`config.mk`:
```
export PLATFORM = sky130hd
export DESIGN_NAME = serial_sub_ctrl
export DESIGN_NICKNAME = d
export VERILOG_FILES = /design/src/rtl/serial_sub_pkg.sv /design/src/rtl/full_subtractor.sv /design/src/rtl/serial_sub_ctrl.sv
export SDC_FILE = /design/constraint.sdc
export NUM_CORES = 1
export LEC_CHECK = 0
export BUFFER_PORTS_ARGS = -buffer_cell sky130_fd_sc_hd__buf_2
export CORE_MARGIN = 2
export CORE_UTILIZATION = 53
export CTS_CLUSTER_SIZE = 24
export DETAILED_ROUTE_END_ITERATION = 12
export GPL_TIMING_DRIVEN = 1
export PLACE_DENSITY = 0.77
export SYNTH_ARGS = -nofsm -noshare
export SYNTH_HDL_FRONTEND = slang
export SYNTH_HIERARCHICAL = 1
export SYNTH_SLANG_ARGS = --single-unit
```
`constraint.sdc`:
```
create_clock -name clk -period 2.1 [get_ports clk]
set_clock_uncertainty 0.2 [all_clocks]
set_input_delay 0.105 -clock clk [delete_from_list [all_inputs] [get_ports clk]]
set_output_delay 0.105 -clock clk [all_outputs]
set_load 0.01 [all_outputs]
```
`src/rtl/serial_sub_pkg.sv`:
```
// Shared definitions for the bit-serial subtractor: FSM encoding, default
// operand width and the bit-counter width helper.
package serial_sub_pkg;

  localparam int DEFAULT_WIDTH = 8;

  typedef enum logic [1:0] {
    IDLE = 2'd0,
    RUN  = 2'd1,
    DONE = 2'd2
  } state_e;

  // A one-bit counter is still needed when only a single index exists.
  function automatic int cntWidth(input int width);
    return (width > 1) ? $clog2(width) : 1;
  endfunction

endpackage

```
`src/rtl/full_subtractor.sv`:
```
// One-bit full-subtract cell: computes a - b - bin, producing the
// difference bit and the borrow out.
module full_subtractor (
  input  logic a_i,
  input  logic b_i,
  input  logic bin_i,
  output logic d_o,
  output logic bout_o
);

  assign d_o    = a_i ^ b_i ^ bin_i;
  assign bout_o = (~a_i & (b_i | bin_i)) | (b_i & bin_i);

endmodule

```
`src/rtl/serial_sub_ctrl.sv`:
```
// Bit-serial unsigned subtractor: one bit per cycle through a single
// full-subtract cell, LSB first, with a three-state IDLE/RUN/DONE controller.
module serial_sub_ctrl
  import serial_sub_pkg::*;
#(
  parameter int WIDTH = DEFAULT_WIDTH
) (
  input  logic             clk,
  input  logic             rst_n,
  input  logic             start,
  input  logic [WIDTH-1:0] a,
  input  logic [WIDTH-1:0] b,
  input  logic             bin,
  output logic             busy,
  output logic             done,
  output logic [WIDTH-1:0] diff,
  output logic             bout,
  output logic             zero
);

  localparam int CNT_W = cntWidth(WIDTH);
  localparam logic [CNT_W-1:0] LAST_BIT = CNT_W'(WIDTH - 1);

  state_e           state_q, state_d;
  logic [CNT_W-1:0] cnt_q, cnt_d;
  logic [WIDTH-1:0] aSh_q, aSh_d;
  logic [WIDTH-1:0] bSh_q, bSh_d;
  logic [WIDTH-1:0] res_q, res_d;
  logic             borrow_q, borrow_d;
  logic [WIDTH-1:0] diff_q, diff_d;
  logic             bout_q, bout_d;
  logic             zero_q, zero_d;

  logic             cellDiff;
  logic             cellBorrow;
  logic [WIDTH-1:0] nextRes;

  full_subtractor u_cell (
    .a_i    (aSh_q[0]),
    .b_i    (bSh_q[0]),
    .bin_i  (borrow_q),
    .d_o    (cellDiff),
    .bout_o (cellBorrow)
  );

  // The newest difference bit enters at the MSB; after WIDTH shifts bit 0 lands at position 0.
  assign nextRes = {cellDiff, res_q[WIDTH-1:1]};

  always_comb begin
    state_d  = state_q;
    cnt_d    = cnt_q;
    aSh_d    = aSh_q;
    bSh_d    = bSh_q;
    res_d    = res_q;
    borrow_d = borrow_q;
    diff_d   = diff_q;
    bout_d   = bout_q;
    zero_d   = zero_q;
    busy     = 1'b0;
    done     = 1'b0;

    case (state_q)
      IDLE, DONE: begin
        done = (state_q == DONE);
        if (start) begin
          aSh_d    = a;
          bSh_d    = b;
          borrow_d = bin;
          res_d    = '0;
          cnt_d    = '0;
          state_d  = RUN;
        end else begin
          state_d  = IDLE;
        end
      end
      RUN: begin
        busy     = 1'b1;
        aSh_d    = aSh_q >> 1;
        bSh_d    = bSh_q >> 1;
        borrow_d = cellBorrow;
        res_d    = nextRes;
        if (cnt_q == LAST_BIT) begin
          cnt_d   = '0;
          diff_d  = nextRes;
          bout_d  = cellBorrow;
          zero_d  = (nextRes == '0);
          state_d = DONE;
        end else begin
          cnt_d   = cnt_q + CNT_W'(1);
        end
      end
      default: state_d = IDLE;
    endcase
  end

  always_ff @(posedge clk) begin
    if (!rst_n) begin
      state_q  <= IDLE;
      cnt_q    <= '0;
      aSh_q    <= '0;
      bSh_q    <= '0;
      res_q    <= '0;
      borrow_q <= 1'b0;
      diff_q   <= '0;
      bout_q   <= 1'b0;
      zero_q   <= 1'b1;
    end else begin
      state_q  <= state_d;
      cnt_q    <= cnt_d;
      aSh_q    <= aSh_d;
      bSh_q    <= bSh_d;
      res_q    <= res_d;
      borrow_q <= borrow_d;
      diff_q   <= diff_d;
      bout_q   <= bout_d;
      zero_q   <= zero_d;
    end
  end

  assign diff = diff_q;
  assign bout = bout_q;
  assign zero = zero_q;

endmodule
```
Word-level counts from Yosys, hierarchy flattened
Index checks and enable logic that the tools add are counted.
{"block": "classes", "addsub": 1, "reduce_logical": 6, "mux": 16, "eq_ne": 5, "bitwise_logic": 7}
{"cell": "$pmux W8 S2", "count": 3}
{"cell": "$mux W8", "count": 3}
{"cell": "$logic_not A8 Y1", "count": 1}
{"cell": "$mux W3", "count": 2}
{"cell": "$pmux W3 S2", "count": 1}
{"cell": "$mux W1", "count": 4}
{"cell": "$ne A2 B2 Y1 const B", "count": 2}
{"cell": "$pmux W2 S2", "count": 1}
{"cell": "$reduce_and A2 Y1", "count": 2}
{"cell": "$add A3 B1 Y3 const B", "count": 1}
{"cell": "$eq A3 B3 Y1 const B", "count": 1}
{"cell": "$and A1 B1 Y1", "count": 2}
{"cell": "$eq A2 B1 Y1 const B", "count": 1}
{"cell": "$eq A2 B2 Y1 const B", "count": 1}
{"cell": "$logic_not A2 Y1", "count": 1}
{"cell": "$mux W2", "count": 1}
{"cell": "$or A1 B1 Y1", "count": 2}
{"cell": "$pmux W1 S2", "count": 1}
{"cell": "$reduce_bool A2 Y1", "count": 1}
{"cell": "$reduce_or A2 Y1", "count": 1}
{"cell": "$xor A1 B1 Y1", "count": 2}
{"cell": "$not A1 Y1", "count": 1}
{"block": "word_totals", "regBits": 40, "input_bits": 20, "elab_cells": 44, "output_inout_bits": 12}

Longest topological paths before layout
Gate-level depths: netlist (run 1).
{"block": "depth", "word_depth": 4, "depth_mapped": 6, "depth_no_buf": 6}

Modules after synthesis
Netlist (run 1), hierarchy kept.
{"module": "serial_sub_ctrl", "area_each_um2": 1609.0, "seq_area_each_um2": 780.7, "instances": 1, "cells_per_inst": 194}
{"module": "full_subtractor", "area_each_um2": 27.5, "seq_area_each_um2": 0.0, "instances": 1, "cells_per_inst": 3}

Worst setup path before layout (run 1)
OpenSTA, ideal clock, no wires.
{"block": "synth_timing", "kind": "reg2reg", "startpoint": "reg aSh_q[0]", "endpoint": "reg zero_q (netlist: zero)", "slack_ns": 0.590, "required_ns": 1.838, "setup_time_ns": 0.062, "t_arrival_ns": 1.248, "path_buffers": 0, "path_stages_with_launch": 7, "synth_period_minus_slack_ns": 1.510, "cell_sequence": "dfxtp_1 > inv_1 > fa_1 > inv_1 > nor4_1 > nand3_1 > nand3_1"}
{"block": "synth_between", "elab_chain_cells": 3}
{"item": "start, declared", "line": "serial_sub_ctrl.sv:26", "rtl": "logic [WIDTH-1:0] aSh_q, aSh_d;"}
{"item": "start signal, assigned", "line": "serial_sub_ctrl.sv:110", "rtl": "aSh_q <= aSh_d;"}
{"item": "$xor A1 B1 Y1 (2 in a row)", "line": "full_subtractor.sv:11", "rtl": "assign d_o = a_i ^ b_i ^ bin_i;"}
{"item": "net cellDiff", "line": "serial_sub_ctrl.sv:34", "rtl": "logic cellDiff;"}
{"item": "$logic_not A8 Y1", "line": "serial_sub_ctrl.sv:86", "rtl": "zero_d = (nextRes == '0);"}
{"item": "end signal, assigned", "line": "serial_sub_ctrl.sv:116", "rtl": "zero_q <= zero_d;"}
{"item": "end, declared", "line": "serial_sub_ctrl.sv:32", "rtl": "logic zero_q, zero_d;"}
The timed path passes the listed nets, and every way through them passes these cells.
A chain may end at the register's enable or synchronous reset.

Final worst setup path (run 1)
{"block": "layout_timing", "startpoint": "reg state_q[0]", "endpoint": "out busy"}
{"block": "layout_between", "elab_chain_cells": 2}
{"item": "start, declared", "line": "serial_sub_ctrl.sv:24", "rtl": "state_e state_q, state_d;"}
{"item": "start signal, assigned", "line": "serial_sub_ctrl.sv:108", "rtl": "state_q <= state_d;"}
{"item": "$eq A2 B1 Y1", "line": "serial_sub_ctrl.sv:62", "rtl": "case (state_q)"}
{"item": "$mux W1", "line": "serial_sub_ctrl.sv:62"}
{"item": "end, declared", "line": "serial_sub_ctrl.sv:14", "rtl": "output logic busy,"}
Every way passes these cells.

==> results of run 1 <==
[state kept, by name, indices dropped and copies added (netlist names)]
register,count
res_q,7
aSh_q,8
bSh_q,8
zero,1
state_q,2
borrow_q,1
diff,8
bout,1
cnt_q,3
[cell type report]
class                      instances  area share (%)
tap                               33           2.069
timing repair buffer              53           18.31
inverter                           3          0.5643
clock inverter                     1          0.2508
clock buffer                       7           2.257
multi-input combinational        140           37.43
sequential                        39           39.12
[layout by cell type, fill, tap and decap left out]
cell type / n
and2_1: 2
a21boi_0: 11
clkbuf_4: 5
dlygate4sd3_1: 18
fa_1: 1
inv_1: 2
a21boi_1: 9
a31oi_1: 16
and3b_1: 1
inv_2: 1
clkbuf_1: 2
nor4_1: 2
buf_2: 31
nand2b_1: 2
nor4b_1: 1
nand2_1: 60
dfxtp_1: 39
nor2b_1: 3
nand3b_1: 1
ha_1: 2
nand3_1: 13
clkinv_2: 1
o21ai_0: 16
buf_4: 4
[Yosys cell counts]
master	instances	area share, %
and3b_1	1	0.54
fa_1	1	1.2
a21boi_0	11	5.0
a31oi_1	16	6.1
dfxtp_1	39	48
nor4_1	2	0.76
nor4b_1	1	0.54
nand3b_1	1	0.46
o21ai_0	16	4.9
nor2b_1	3	1.1
nand3_1	13	4.0
ha_1	2	1.5
nand2b_1	2	0.76
buf_6	3	2.1
nand2_1	60	14
inv_1	2	0.46
a21boi_1	9	4.1
inv_2	1	0.23
and2_1	2	0.76
buf_4	4	1.8
clkbuf_1	5	1.1
buf_2	3	0.92
[final timing paths]
| path | cells after the start | endpoint | slack [ps] |
|---|---|---|---|
| max | 4 | busy | 400 |
| min | 4 | res_q[6] | 60 |
| max reg2reg | 5 | diff[1] | 470 |
| min reg2reg | 2 | diff[5] | 270 |
[critical path, cell delays in order, from the launching register on]
cell and delay, ps:
dfxtp_1 440, nand2b_1 100, buf_4 210, inv_2 160, buf_2 160
[report_power, final]
| group | total (mW) | switching [mW] | leakage [nW] | internal, mW |
|---|---|---|---|---|
| Clock | 0.359 | 0.229 | 0.0293 | 0.131 |
| Combinational | 0.186 | 0.100 | 0.458 | 0.0861 |
| Sequential | 0.797 | 0.0209 | 0.318 | 0.776 |
[layer usage]
metal | track usage (%) | up-vias | wire length, um
met5 | 0 | - | 0
met3 | 4.367 | 2 | 158
met4 | 7.937 | 0 | 12
li1 | - | 758 | -
met1 | 23.22 | 666 | 1459
met2 | 35.32 | 33 | 1648
[logic make-up (layout without fill, tap and decap cells)]
family | Yosys count | after routing | share of synthesized area (%)
buffers and inverters | 18 | 64 | 6.651
DFF | 39 | 39 | 47.71
and+or+nand+nor | 85 | 85 | 22.71
AOI/OAI and AO/OA | 52 | 52 | 20.18
adders and majority gates | 3 | 3 | 2.752
[repair_timing]
action | 4_1_cts | 5_1_grt
gates resized for setup | 0 | 0
hold endpoints to repair | 18 | 0
hold buffers | 18 | 0
==> qor.yml, run 1 <==
status:
  outcome: "completed"
sta:
  timing.final.crit_share_pct: 81.11
  hold_viol: 0
  drv_slew: 0
  timing.final.crit_period_ps: 1703
  setup_violations: 0
  fmax_mhz: 587.1
  timing.hold.ws_ps: 59.56
  finalWorstSetupSlack_ps: 396.6
  rsz0062_at_grt: "no"
  slew_headroom_pct: 66.25
  tightest_slew_ps: 506.2
  setup_tns_ps: 0
final_layout:
  layout-drive-gt1-share_pct: 17.28
  antennaDiodeCount: 0
  regArea_um2: 780.7
  postLayoutCoreUtil_pct: 66.46
  area_growth_pct: 21.94
  design_area_um2: 1996
  fillers: 270
  multi_input_area_um2: 747.0
  final_cells: 276
  layout.nets: 265
synth:
  synth_cells: 197
  synth_seq_cells: 39
  yosys_warnings: 6
  syn_area_um2: 1637
  ys_seq_area_share_pct: 47.71
  synth_cell_types: 22
  avgSynthCellArea_um2: 8.307
  syn_nets: 220
placement:
  dp_hpwl_um: 1978
  dpl_worst_slack_ps: 481.8
  placed_cells_incl_taps: 250
  gp_congestion: 0.6849
  dpl_cell_area_um2: 1765
  numPortBuffers: 31
pwr:
  p_per_area_nw_per_um2: 672.6
  ir_drop_uv: 413.3
  p_total_mw: 1.342
  power_leakage_nw: 0.8058
clock_network:
  clk_pin_slew_ps: 110
  clock_sinks: 39
  insertion_delay_ps: 340
  cts_made_buffers: 5
  cts_setup_buffers: 0
  cts_buffer_depth: 2
  cts_tree: "built"
  clockRootBuffer: "clkbuf_4"
  htreeDepth: 2
critical_path:
  worstPathArrival_ps: 1400
  worstSetupPathType: "register to primary output"
  crit_path_end_kind: "primary output"
  rr_startpoint: "cnt_q[0]"
  crit_fanout: 25
  cp-startpoint: "state_q[0]"
  cp-start-kind: "register"
  cp.required_ps: 1790
routing:
  first_pass_iters: 4
  final_antenna_net_count: 0
  drt_iter0_markers: 56
  wirelength_um: 3279
  wl_per_cell_um: 11.88
  num_vias: 1459
  drc: 0
  viasPerCell: 5.286
global_route:
  grt_pass1_vias: 1276
  antenna_found_initial: 0
  grt.overflow.total: 0
  grt_use_total_pct: 19.95
  grt_pass1_wl_um: 5395
  grt_max_degree: 40
die:
  ios: 32
  die_x_um: 59.57
  start_util_pct: 54.50
  core_area_um2: 3003
  dieArea_um2: 3549
  row_count: 20
  die_h_um: 59.57
min_path:
  hold_path.class: "input port to register"
  min-delay-start: "start"
job:
  maxCapViolations: 0
(Power assumes the default switching activity.)
==> run 2: changes to the inputs <==
--- a/config.mk
+++ b/config.mk
@@ -7,11 +7,11 @@
 export LEC_CHECK = 0
 export BUFFER_PORTS_ARGS = -buffer_cell sky130_fd_sc_hd__buf_2
 export CORE_MARGIN = 2
-export CORE_UTILIZATION = 53
+export CORE_UTILIZATION = 48
 export CTS_CLUSTER_SIZE = 24
 export DETAILED_ROUTE_END_ITERATION = 12
 export GPL_TIMING_DRIVEN = 1
-export PLACE_DENSITY = 0.77
+export PLACE_DENSITY = 0.74
 export SYNTH_ARGS = -nofsm -noshare
 export SYNTH_HDL_FRONTEND = slang
 export SYNTH_HIERARCHICAL = 1
==> constraint.sdc (replaced) <==
create_clock -name clk -period 1.47 [get_ports clk]
set_clock_uncertainty 0.2 [all_clocks]
set_input_delay 0.0735 -clock clk [delete_from_list [all_inputs] [get_ports clk]]
set_output_delay 0.0735 -clock clk [all_outputs]
set_load 0.01 [all_outputs]
==> run 2 against run 1 <==
Worst hold slack better by 190 ps. Wire length is 17% higher. Clock power is 150% higher. First-iteration DRC count is 23% higher. Utilization is 1.3 points higher. Sequential power is 44% higher. Final cell count is 8.3% higher. Critical path type is now register to register. Global-route usage is 0.46 points higher. Register-to-register slack worse by 540 ps. Count of clock-buffer cells in the layout is 1 lower. Largest cell class is now multi-input gates. Non-clock buffer count is 9 higher. The run now ends with negative setup slack left.
==> qor.yml, run 2 (synthesis results as in run 1) <==
status:
  outcome: "finished, violations left"
  violations: "negative setup slack"
sta:
  fmax_mhz: 648.1
  drv_slew: 0
  tightest_slew_ps: 445.0
  timing.final.crit_period_ps: 1543
  timing.final.crit_share_pct: 105.0
  setup_violations: 1
  rsz0062_at_grt: "yes"
  setup_tns_ps: -72.91
  finalWorstSetupSlack_ps: -72.91
  slew_headroom_pct: 70.34
  timing.hold.ws_ps: 253.7
  hold_viol: 0
final_layout:
  final_cells: 299
  antennaDiodeCount: 0
  area_growth_pct: 37.08
  multi_input_area_um2: 802.0
  layout_commonest_cell: "nand2_1"
  design_area_um2: 2243
  fillers: 289
  regArea_um2: 790.8
  mostFrequentLayoutCells: "nand2_1, dfxtp_1, buf_2, dlygate4sd3_1, a21boi_1"
  layout-drive-gt1-share_pct: 26.48
  layout.nets: 275
clock_network:
  htreeDepth: 2
  clockRootBuffer: "clkbuf_4"
  cts_buffer_depth: 2
  cts_made_buffers: 5
  clock_sinks: 39
  insertion_delay_ps: 350
  clk_pin_slew_ps: 120
  cts_tree: "built"
critical_path:
  cp-start-kind: "register"
  cp-startpoint: "borrow_q"
  worst_path_max_delay_cell: "fa_1"
  timing.reg2reg.setup_slack_ps: -70
  crit_path_frequent_cell: "nand3_1"
  reg2reg_to: "zero"
  slowest_delay_ps: 540
  rr_startpoint: "borrow_q"
  worstPathArrival_ps: 1640
  crit_fanout: 2
  worstPathCellList: "fa_1 -> inv_2 -> nor4_2 -> nand3_1 -> nand3_1"
  ff2ff_path_depth: 5
  crit_path_end_kind: "register"
  cp.required_ps: 1570
  crit_end: "zero"
  worstSetupPathType: "register to register"
die:
  dieArea_um2: 3893
  core_area_um2: 3311
  die_x_um: 62.39
  row_count: 21
  ios: 32
  die_h_um: 62.39
  start_util_pct: 49.43
routing:
  first_pass_iters: 4
  drt_iter0_markers: 69
  num_vias: 1530
  viasPerCell: 5.117
  wirelength_um: 3840
  drc: 0
  wl_per_cell_um: 12.84
  final_antenna_net_count: 0
placement:
  numPortBuffers: 31
  gp_congestion: 0.7656
  dpl_cell_area_um2: 1869
  dp_hpwl_um: 2142
  placed_cells_incl_taps: 269
job:
  maxCapViolations: 0
pwr:
  p_total_mw: 2.355
  power_leakage_nw: 0.9002
  ir_drop_uv: 855.6
  p_per_area_nw_per_um2: 1050
global_route:
  grt_use_total_pct: 20.42
  grt_pass1_wl_um: 6258
  grt_max_degree: 32
  grt_util_met1_pct: 24.65
  top_usage_layer: "met2"
  met3_usage_pct: 6.486
  grt.overflow.total: 0
  grt_pass1_vias: 1362
  antenna_found_initial: 0
  met2_usage_pct: 34.10
min_path:
  hold_path.class: "register to register"
-- run 2: cell count changes in the layout (fill, tap and decap cells not counted), moves of 3 or more --
cell      previous run  this run
a21boi_0            11         2
a21boi_1             9        18
dfxtp_1             39        33
dfxtp_2              0         5
buf_12               0         3
buf_4                4         7
-- run 2: worst min path at each step --
stage,from,endpoint,slack [ps],cells after the start
after floorplan,a[7],aSh_q[7],8,2
after global placement,b[7],bSh_q[7],110,3
after detailed placement,b[7],bSh_q[7],120,3
after CTS,diff[0],diff[0],260,2
after global routing,diff[7],diff[7],270,2
final,diff[3],diff[3],250,2
-- run 2: routing by layer --
metal / part of all wire, % / wire [um]
met5: 0 / 0
met1: 44 / 1698
met3: 4.6 / 176
met4: 1.8 / 70
met2: 49 / 1895
-- run 2: through the flow --
step | util [%] | worst slack [ps]
final | 67.76 | -72.91
after global routing | 67.76 | -159.7
after CTS | 66.59 | -50.11
after detailed placement | 56.46 | -170.1
after global placement | 56.46 | -51.19
after floorplan | - | -37.95
-- run 2: power by group --
| group | switching, mW | internal, mW | total, mW |
|---|---|---|---|
| logic | 0.159 | 0.169 | 0.328 |
| registers | 0.0348 | 1.11 | 1.15 |
| clock network | 0.351 | 0.531 | 0.882 |
| total | 0.545 | 1.81 | 2.36 |
-- run 2: repair_timing --
item,CTS,global route
cloned,1,1
setup buffers,1,1
endpoints found under the hold margin,29,0
resized for setup,19,9
hold buffers,19,0
setup endpoints to repair,13,21
pin swaps,8,5
-- run 2: area by class of cell --
type / instances / share of cell area (%)
multi-input cells: 141 / 35.75
flip-flops and latches: 39 / 35.25
repair buffers: 62 / 21.42
clock inverters: 2 / 2.677
well taps: 46 / 2.566
clock buffers: 6 / 1.840
inverters: 3 / 0.5020
-- run 2: critical path: cells and delay by family, from the launching register on --
| kind | cells | cell delay, ps |
|---|---|---|
| buf+inv | 1 | 40 |
| simple gates | 3 | 360 |
| fa+ha+maj | 1 | 540 |
| flops | 1 | 350 |
